File: src/rtl/ecc_pkg.sv
// Shared types and constants for the ECC stream sequencer.
package ecc_pkg;

  localparam int BYTE_W = 8;
  localparam int CNT_W  = 16;

  typedef enum logic [1:0] {
    E_IDLE = 2'd0,
    E_WAIT = 2'd1,
    E_OUT  = 2'd2
  } enc_state_t;

  typedef enum logic {
    D_IDLE = 1'b0,
    D_WAIT = 1'b1
  } dec_state_t;

  // Bits needed to index value items (value >= 2 gives at least 1).
  function automatic int clog2(input int value);
    int w;
    w = 0;
    for (int v = value - 1; v > 0; v = v >> 1) w++;
    return w;
  endfunction

endpackage

File: src/rtl/ecc_lat_timer.sv
// Loadable down-counter: done_o is high in the cycle before the edge that
// lies CORE_LAT cycles after the load edge, so the owner samples the core
// result on exactly that edge.
module ecc_lat_timer #(
  parameter int CORE_LAT = 2
) (
  input  logic clk,
  input  logic reset,
  input  logic load_i,
  output logic done_o
);

  localparam int CW = (CORE_LAT > 1) ? $clog2(CORE_LAT) : 1;
  localparam logic [CW-1:0] START = CW'(CORE_LAT - 1);

  logic [CW-1:0] cnt_q;
  logic          busy_q;

  assign done_o = busy_q && (cnt_q == '0);

  // Count down from CORE_LAT-1 after a load; stop once done has been seen.
  always_ff @(posedge clk) begin
    if (reset) begin
      cnt_q  <= '0;
      busy_q <= 1'b0;
    end else if (load_i) begin
      cnt_q  <= START;
      busy_q <= 1'b1;
    end else if (done_o) begin
      busy_q <= 1'b0;
    end else if (busy_q) begin
      cnt_q <= cnt_q - CW'(1);
    end
  end

endmodule

File: src/rtl/ecc_stream_ctrl.sv
// ECC encrypt/decrypt sequencer. Encrypt path slices a plaintext word into
// beats for the point-encrypt cores and streams the (x,y) results; decrypt
// path feeds ciphertext beats to the decrypt cores and reassembles words.
// Optional build macro ECC_BLOCK_CNT_EN enables saturating word counters.
//
// Handshakes: a transfer happens on a rising clk edge where valid and ready
// are both high; valid-side data is held stable until that edge, and the
// producer never withdraws valid before the transfer. out_valid is a
// one-cycle pulse with no backpressure.
module ecc_stream_ctrl
  import ecc_pkg::*;
#(
  parameter int LANES    = 2,
  parameter int WORDS    = 2,
  parameter int CORE_LAT = 2
) (
  input  logic                         clk,
  input  logic                         reset,
  input  logic                         enc_valid,
  output logic                         enc_ready,
  input  logic [8*LANES*WORDS-1:0]     enc_data,
  output logic                         pt_valid,
  input  logic                         pt_ready,
  output logic                         pt_last,
  output logic [8*LANES-1:0]           x_out,
  output logic [8*LANES-1:0]           y_out,
  input  logic                         ct_valid,
  output logic                         ct_ready,
  input  logic [8*LANES-1:0]           x_in,
  input  logic [8*LANES-1:0]           y_in,
  output logic                         out_valid,
  output logic [8*LANES*WORDS-1:0]     data_out,
  output logic [8*LANES-1:0]           enc_core_in,
  input  logic [8*LANES-1:0]           enc_core_x,
  input  logic [8*LANES-1:0]           enc_core_y,
  output logic [8*LANES-1:0]           dec_core_x,
  output logic [8*LANES-1:0]           dec_core_y,
  input  logic [8*LANES-1:0]           dec_core_out,
  output logic [CNT_W-1:0]             enc_blocks,
  output logic [CNT_W-1:0]             dec_blocks
);

  localparam int BEAT_W = BYTE_W * LANES;
  localparam int DW     = BEAT_W * WORDS;
  localparam int BI_W   = clog2(WORDS);
  localparam logic [BI_W-1:0] LAST_BEAT = BI_W'(WORDS - 1);

  // ---------------- encrypt path ----------------
  enc_state_t        enc_state_q;
  logic [DW-1:0]     enc_word_q;
  logic [BI_W-1:0]   enc_beat_q;
  logic [BI_W-1:0]   enc_beat_nx;
  logic [BEAT_W-1:0] enc_core_in_q, x_out_q, y_out_q;
  logic              enc_ready_q, pt_valid_q, pt_last_q;
  logic              enc_accept, pt_fire, enc_tmr_load, enc_tmr_done;

  assign enc_accept   = enc_valid && enc_ready_q;
  assign pt_fire      = (enc_state_q == E_OUT) && pt_ready;
  assign enc_tmr_load = enc_accept || (pt_fire && !pt_last_q);
  assign enc_beat_nx  = enc_beat_q + BI_W'(1);

  ecc_lat_timer #(.CORE_LAT(CORE_LAT)) u_enc_timer (
    .clk    (clk),
    .reset  (reset),
    .load_i (enc_tmr_load),
    .done_o (enc_tmr_done)
  );

  // Encrypt FSM: accept a word, then per beat wait for the core and stream it.
  always_ff @(posedge clk) begin
    if (reset) begin
      enc_state_q   <= E_IDLE;
      enc_word_q    <= '0;
      enc_beat_q    <= '0;
      enc_core_in_q <= '0;
      x_out_q       <= '0;
      y_out_q       <= '0;
      enc_ready_q   <= 1'b1;
      pt_valid_q    <= 1'b0;
      pt_last_q     <= 1'b0;
    end else begin
      case (enc_state_q)
        E_IDLE: begin
          if (enc_accept) begin
            enc_word_q    <= enc_data;
            enc_core_in_q <= enc_data[BEAT_W-1:0];
            enc_beat_q    <= '0;
            enc_ready_q   <= 1'b0;
            enc_state_q   <= E_WAIT;
          end
        end
        E_WAIT: begin
          if (enc_tmr_done) begin
            x_out_q     <= enc_core_x;
            y_out_q     <= enc_core_y;
            pt_valid_q  <= 1'b1;
            pt_last_q   <= (enc_beat_q == LAST_BEAT);
            enc_state_q <= E_OUT;
          end
        end
        E_OUT: begin
          if (pt_ready) begin
            pt_valid_q <= 1'b0;
            if (pt_last_q) begin
              pt_last_q   <= 1'b0;
              enc_ready_q <= 1'b1;
              enc_state_q <= E_IDLE;
            end else begin
              enc_beat_q    <= enc_beat_nx;
              enc_core_in_q <= enc_word_q[int'(enc_beat_nx)*BEAT_W +: BEAT_W];
              enc_state_q   <= E_WAIT;
            end
          end
        end
        default: enc_state_q <= E_IDLE;
      endcase
    end
  end

  assign enc_ready   = enc_ready_q;
  assign pt_valid    = pt_valid_q;
  assign pt_last     = pt_last_q;
  assign x_out       = x_out_q;
  assign y_out       = y_out_q;
  assign enc_core_in = enc_core_in_q;

  // ---------------- decrypt path ----------------
  dec_state_t        dec_state_q;
  logic [BI_W-1:0]   dec_beat_q;
  logic [DW-1:0]     asm_q, asm_d, data_out_q;
  logic [BEAT_W-1:0] dec_core_x_q, dec_core_y_q;
  logic              ct_ready_q, out_valid_q;
  logic              dec_tmr_load, dec_tmr_done;

  assign dec_tmr_load = ct_valid && ct_ready_q;

  ecc_lat_timer #(.CORE_LAT(CORE_LAT)) u_dec_timer (
    .clk    (clk),
    .reset  (reset),
    .load_i (dec_tmr_load),
    .done_o (dec_tmr_done)
  );

  // Assembly buffer with the current core result dropped into its slot.
  always_comb begin
    asm_d = asm_q;
    asm_d[int'(dec_beat_q)*BEAT_W +: BEAT_W] = dec_core_out;
  end

  // Decrypt FSM: one beat in flight; the last beat publishes the whole word.
  always_ff @(posedge clk) begin
    if (reset) begin
      dec_state_q  <= D_IDLE;
      dec_beat_q   <= '0;
      asm_q        <= '0;
      data_out_q   <= '0;
      dec_core_x_q <= '0;
      dec_core_y_q <= '0;
      ct_ready_q   <= 1'b1;
      out_valid_q  <= 1'b0;
    end else begin
      out_valid_q <= 1'b0;
      case (dec_state_q)
        D_IDLE: begin
          if (dec_tmr_load) begin
            dec_core_x_q <= x_in;
            dec_core_y_q <= y_in;
            ct_ready_q   <= 1'b0;
            dec_state_q  <= D_WAIT;
          end
        end
        D_WAIT: begin
          if (dec_tmr_done) begin
            asm_q <= asm_d;
            if (dec_beat_q == LAST_BEAT) begin
              data_out_q  <= asm_d;
              out_valid_q <= 1'b1;
              dec_beat_q  <= '0;
            end else begin
              dec_beat_q <= dec_beat_q + BI_W'(1);
            end
            ct_ready_q  <= 1'b1;
            dec_state_q <= D_IDLE;
          end
        end
        default: dec_state_q <= D_IDLE;
      endcase
    end
  end

  assign ct_ready   = ct_ready_q;
  assign out_valid  = out_valid_q;
  assign data_out   = data_out_q;
  assign dec_core_x = dec_core_x_q;
  assign dec_core_y = dec_core_y_q;

  // ---------------- completed-word counters ----------------
`ifdef ECC_BLOCK_CNT_EN
  logic [CNT_W-1:0] enc_blocks_q, dec_blocks_q;

  // Saturating counts of fully streamed and fully reassembled words.
  always_ff @(posedge clk) begin
    if (reset) begin
      enc_blocks_q <= '0;
      dec_blocks_q <= '0;
    end else begin
      if (pt_fire && pt_last_q && (enc_blocks_q != '1))
        enc_blocks_q <= enc_blocks_q + CNT_W'(1);
      if (out_valid_q && (dec_blocks_q != '1))
        dec_blocks_q <= dec_blocks_q + CNT_W'(1);
    end
  end

  assign enc_blocks = enc_blocks_q;
  assign dec_blocks = dec_blocks_q;
`else
  assign enc_blocks = '0;
  assign dec_blocks = '0;
`endif

endmodule
File: config.mk
export PLATFORM = sky130hd
export DESIGN_NAME = ecc_stream_ctrl
export DESIGN_NICKNAME = d
export VERILOG_FILES = /design/src/rtl/ecc_pkg.sv /design/src/rtl/ecc_lat_timer.sv /design/src/rtl/ecc_stream_ctrl.sv
export SDC_FILE = /design/constraint.sdc
export NUM_CORES = 1
export LEC_CHECK = 0
export ABC_AREA = 1
export CORE_MARGIN = 2
export CORE_UTILIZATION = 41
export CTS_BUF_LIST = sky130_fd_sc_hd__clkbuf_8
export CTS_CLUSTER_SIZE = 14
export DETAILED_ROUTE_END_ITERATION = 6
export GPL_ROUTABILITY_DRIVEN = 0
export HOLD_SLACK_MARGIN = 0.05
export PLACE_DENSITY = 0.77
export SLEW_MARGIN = 20
export SYNTH_ARGS = -nofsm -noshare
export SYNTH_HDL_FRONTEND = slang
export SYNTH_SLANG_ARGS = --single-unit
File: constraint.sdc
create_clock -name clk -period 1.2 [get_ports clk]
set_input_delay 0.36 -clock clk [delete_from_list [all_inputs] [get_ports clk]]
set_output_delay 0.36 -clock clk [all_outputs]
set_load 0.01 [all_outputs]
After elaboration in Yosys (flattened, before gate mapping)
Cells that the tools add are included.
{"block": "totals", "regBits": 190, "inputBits": 117, "output_inout_bits": 149, "wordCells": 112}
{"block": "op_classes", "add_sub_neg": 5, "eq_ne": 11, "n_shift": 3, "muxes": 40, "bitwise_logic": 4, "reduce_logical": 28}
{"cell": "$mux 16", "n": 3}
{"cell": "$neg 5->33", "n": 1}
{"cell": "$shift 16x33->32 const A", "n": 1}
{"cell": "$shiftx 16x33->32", "n": 1}
{"cell": "$bwmux 32", "n": 1}
{"cell": "$pmux 16 s2", "n": 1}
{"cell": "$shiftx 32x6->16", "n": 1}
{"cell": "$mux 1", "n": 25}
{"cell": "$ne 2x2->1 const B", "n": 8}
{"cell": "$reduce_and 2->1", "n": 7}
{"cell": "$pmux 1 s2", "n": 6}
{"cell": "$reduce_bool 2->1", "n": 6}
{"cell": "$reduce_and 3->1", "n": 3}
{"cell": "$reduce_and 4->1", "n": 2}
{"cell": "$logic_and 1x1->1", "n": 6}
{"cell": "$mux 2", "n": 3}
{"cell": "$pmux 2 s3", "n": 1}
{"cell": "$not 1->1", "n": 4}
{"cell": "$reduce_or 3->1", "n": 1}
{"cell": "$add 1x1->1 const B", "n": 2}
{"cell": "$eq 2x1->1 const B", "n": 1}
{"cell": "$eq 2x2->1 const B", "n": 1}
{"cell": "$logic_not 2->1", "n": 1}
{"cell": "$ne 2x1->1 const B", "n": 1}
{"cell": "3 further kinds", "n": 4}

Depth between registers and ports, before layout
{"block": "logic_depth", "word_depth": 6, "ltp_mapped": 8, "ltp_nobuf": 7}

Cells and area by module
Synthesis repeated with hierarchy kept, for this count alone.
{"block": "unflattened", "hier_cells": 909, "area_unflattened_um2": 6786.5}
{"module": "ecc_stream_ctrl", "instances": 1, "cells_per_inst": 891, "area_each_um2": 6633.9, "seq_area_each_um2": 3403.3}
{"module": "ecc_lat_timer", "instances": 2, "cells_per_inst": 9, "area_each_um2": 76.3, "seq_area_each_um2": 40.0}

Worst setup path after synthesis
Ideal clock, no wire load.
{"block": "synth_path", "kind": "flip-flop to flip-flop", "start": "reg ct_ready_q, in the netlist ct_ready", "end": "reg dec_core_x_q[10], in the netlist dec_core_x[10]", "setup_ns": 0.116, "t_arrival_ns": 1.144, "t_required_ns": 1.084, "slack_ns": -0.060, "path_stages_with_launch": 7, "n_path_buf": 1, "synth_period_minus_slack_ns": 1.260, "cell_sequence": "dfxtp_1 > nand2_1 > nor2_1 > inv_1 > buf_2 > nor2_1 > nor2_1"}
{"block": "synth_via", "elab_chain_len": 2}
{"element": "start, declared", "line": "ecc_stream_ctrl.sv:132", "text": "logic ct_ready_q, out_valid_q;"}
{"element": "start signal, assigned", "line": "ecc_stream_ctrl.sv:159", "text": "ct_ready_q <= 1'b1;"}
{"element": "start signal, assigned", "line": "ecc_stream_ctrl.sv:168", "text": "ct_ready_q <= 1'b0;"}
{"element": "start signal, assigned", "line": "ecc_stream_ctrl.sv:182", "text": "ct_ready_q <= 1'b1;"}
{"element": "$logic_and 1x1->1", "line": "ecc_stream_ctrl.sv:135", "text": "assign dec_tmr_load = ct_valid && ct_ready_q;"}
{"element": "$reduce_and 2->1 (no line)"}
{"element": "end signal, assigned", "line": "ecc_stream_ctrl.sv:166", "text": "dec_core_x_q <= x_in;"}
{"element": "end, declared", "line": "ecc_stream_ctrl.sv:131", "text": "logic [BEAT_W-1:0] dec_core_x_q, dec_core_y_q;"}
Every way passes these cells.
A chain may end at the register's enable or synchronous reset.

Worst setup path in the final report
{"block": "layout_path", "start": "reg enc_state_q[1]", "end": "reg y_out_q[12], in the netlist y_out[12]"}
{"block": "layout_via", "elab_chain_len": 2}
{"element": "start, declared", "line": "ecc_stream_ctrl.sv:49", "text": "enc_state_t enc_state_q;"}
{"element": "start signal, assigned", "line": "ecc_stream_ctrl.sv:72", "text": "enc_state_q <= E_IDLE;"}
{"element": "start signal, assigned", "line": "ecc_stream_ctrl.sv:89", "text": "enc_state_q <= E_WAIT;"}
{"element": "start signal, assigned", "line": "ecc_stream_ctrl.sv:98", "text": "enc_state_q <= E_OUT;"}
{"element": "$eq 2x1->1", "line": "ecc_stream_ctrl.sv:82", "text": "case (enc_state_q)"}
{"element": "$reduce_and 2->1 (no line)"}
{"element": "end signal, assigned", "line": "ecc_stream_ctrl.sv:95", "text": "y_out_q <= enc_core_y;"}
{"element": "end, declared", "line": "ecc_stream_ctrl.sv:53", "text": "logic [BEAT_W-1:0] enc_core_in_q, x_out_q, y_out_q;"}
Every way passes these cells.

==> results.tsv <==
metric	value	unit
Ys Warns	0	
DR WL/cell	15.4	µm
netlist area before placement	0.00680	mm²
RSZ-0062 raised after global routing	yes	
Min-Delay Path Class	reg -> reg	
final-report max-slew violation count	0	
GRT overflow	0	
overall routing resource usage	0.224	
sequential fraction of the synthesis area	0.513	
most frequent cell on the critical path	nor2_1	
DRC	0	
I/O Buffers	233	
DP HPWL	12600	µm
hold-critical path depth	2	
Core ar.	0.0164	mm²
vias in the first global route	6443	
syn avg cell area	7.35	µm²
via count	6958	
vias per cell	4.86	
most frequent cells in the layout	190 x nand2_1, 128 x nor2_1, 125 x buf_6, 116 x dfxtp_2, 115 x clkdlybuf4s50_1	
Worst setup EP type	flop	
# nets final	1316	
Core Rows	47	
CP max stage delay	0.38	ns
PwrDens	1260	mW/mm²
1st-pass router iterations	6	
Antenna Cells	0	
area grow syn2layout	65.8	%
total CTS buffers	17	
Slowest-stage cell, CP	dfxtp_4	
CTS max path bufs	2	
share of post-route cells with drive strength above 1	0.373	
# Max-Cap Violations	0	
Crit Path Class	reg -> reg	
FF+latch count, synth	174	
Placement Setup Slack	-0.526	ns
Final Hold Vio Count	0	
critical path's top delay family	simple AND/OR/NAND/NOR gates	
PnR worst setup slack	-0.139	ns
CTS sink count	174	
fin crit share	1.12	
Yosys cell types	22	
status	complete, but fails checks	
antenna violations before repair	0	
Buffers & Inverters on Critical Path	3	
antenna viol nets, final	0	
worst path arrival time	1.71	ns
worst hold slack	0.445	ns
Vert. Die Dim	133	µm
clk_lat worst skew	0.46	ns
Setup crit start kind	flop	
Worst path depth	7	
leakage	5.04	nW
clock root cell	clkbuf_8	
Crit Path Max Fanout	7	
most common cell after layout, fill and taps aside	nand2_1	
hold buffer count at CTS	0	
die width	133	µm
initial core utilization	0.414	
worst endpoint required time	1.57	ns
Peak VDD IR	0.789	mV
Register-to-Register Path Depth	7	
Max Fclk	747	MHz
largest net degree at the start of global routing	64	
TritonCTS clock tree	done	
Iteration-0 DRC Markers	384	
failing checks	negative setup slack	
total wire length	22000	µm
CP Cell Sequence	buf_4, nor2_4, nand2_8, clkinv_8, buf_12, nor2_1, nor2_1	
Post-Synthesis Cells	924	
final setup fails	182	
die area	0.0176	mm²
min Tclk post-route	1.34	ns
clock-pin slew on the worst setup and hold paths	0.10	ns
final core occ	0.687	
htree depth	4	
first-pass GRT wire length	31900	µm
clk_skew	0.0118	ns
I/O pins	266	
layout make-up:
type,instances,area (µm²)
inverter,64,267
timing repair buffer,312,3550
tap,220,275
clock inverter,13,140
clock buffer,19,262
fill,1241,5140
sequential,174,3650
multi-input combinational,630,3120
tightest hold or removal path, stage by stage, from the launching register on:
cell	delay [ns]
dfxtp_1	0.32
nand2_1	0.06
nand2_1	0.05
flip-flops by register name, indices dropped and copies added (netlist names):
register	flops
enc_beat_q	1
u_enc_timer.cnt_q	1
dec_beat_q	1
data_out	32
enc_word_q	32
u_dec_timer.busy_q	1
pt_last	1
x_out	16
u_dec_timer.cnt_q	1
out_valid	1
y_out	16
enc_core_in	16
dec_state_q	1
enc_state_q	2
dec_core_y	16
ct_ready	1
pt_valid	1
u_enc_timer.busy_q	1
dec_core_x	16
asm_q	16
enc_ready	1
timing repair:
action,4_1_cts,5_1_grt
pin swaps,6,36
gates resized for setup,746,182
setup buffers,7,13
gates cloned,4,14
endpoints found under the setup margin,217,265
power by group:
group | total (mW) | switching, mW | internal, mW
combinational | 3.44 | 1.65 | 1.79
sequential | 6.60 | 0.291 | 6.30
clock | 4.19 | 2.22 | 1.97
final timing paths:
check                       from           to  slack (ns)
setup / recovery  enc_state_q[1]    y_out[12]       -0.14
hold / removal          asm_q[2]  data_out[2]        0.44
setup reg to reg  enc_state_q[1]    y_out[12]       -0.14
hold reg to reg         asm_q[2]  data_out[2]        0.44
synthesized netlist by cell type (all sizes together):
cell type  instances  area share
a21oi             58       0.043
buf               67       0.065
clkbuf            20       0.011
clkinv             1     0.00055
conb               1     0.00055
dfxtp            174        0.51
inv               63       0.035
nand2            215        0.12
nand3             28       0.021
nor2             166       0.093
nor3              34       0.027
o21a               1      0.0011
o21ai             96       0.071
per-stage QoR:
step / total power, mW / instances / instance area (µm²) / TNS (ns)
6_report: 14.2 / 1432 / 11300 / -9.93
5_1_grt: 14.9 / 1432 / 11300 / -19.89
3_5_place_dp: 9.20 / 1363 / 9460 / -71.66
4_1_cts: 13.8 / 1406 / 10400 / -11.40
3_3_place_gp: 9.15 / 1363 / 9460 / -71.25
2_1_floorplan: 7.91 / 955 / 6920 / 0
routing by layer:
layer	vias up	track usage	routed length, µm	share of wire
met2	265	0.380	11100	0.50
met3	49	0.0605	1380	0.062
met4	0	0.0962	697	0.032
met1	3253	0.268	8890	0.40
li1	3391	-	-	-
met5	-	0	0	0
logic make-up after synthesis:
kind of cell | share of synthesized area
flip-flops | 0.513
buffers and inverters | 0.112
other | 0.000552
AND/OR/NAND/NOR | 0.260
AO/OA/AOI/OAI | 0.115
(Power assumes the default switching activity.)
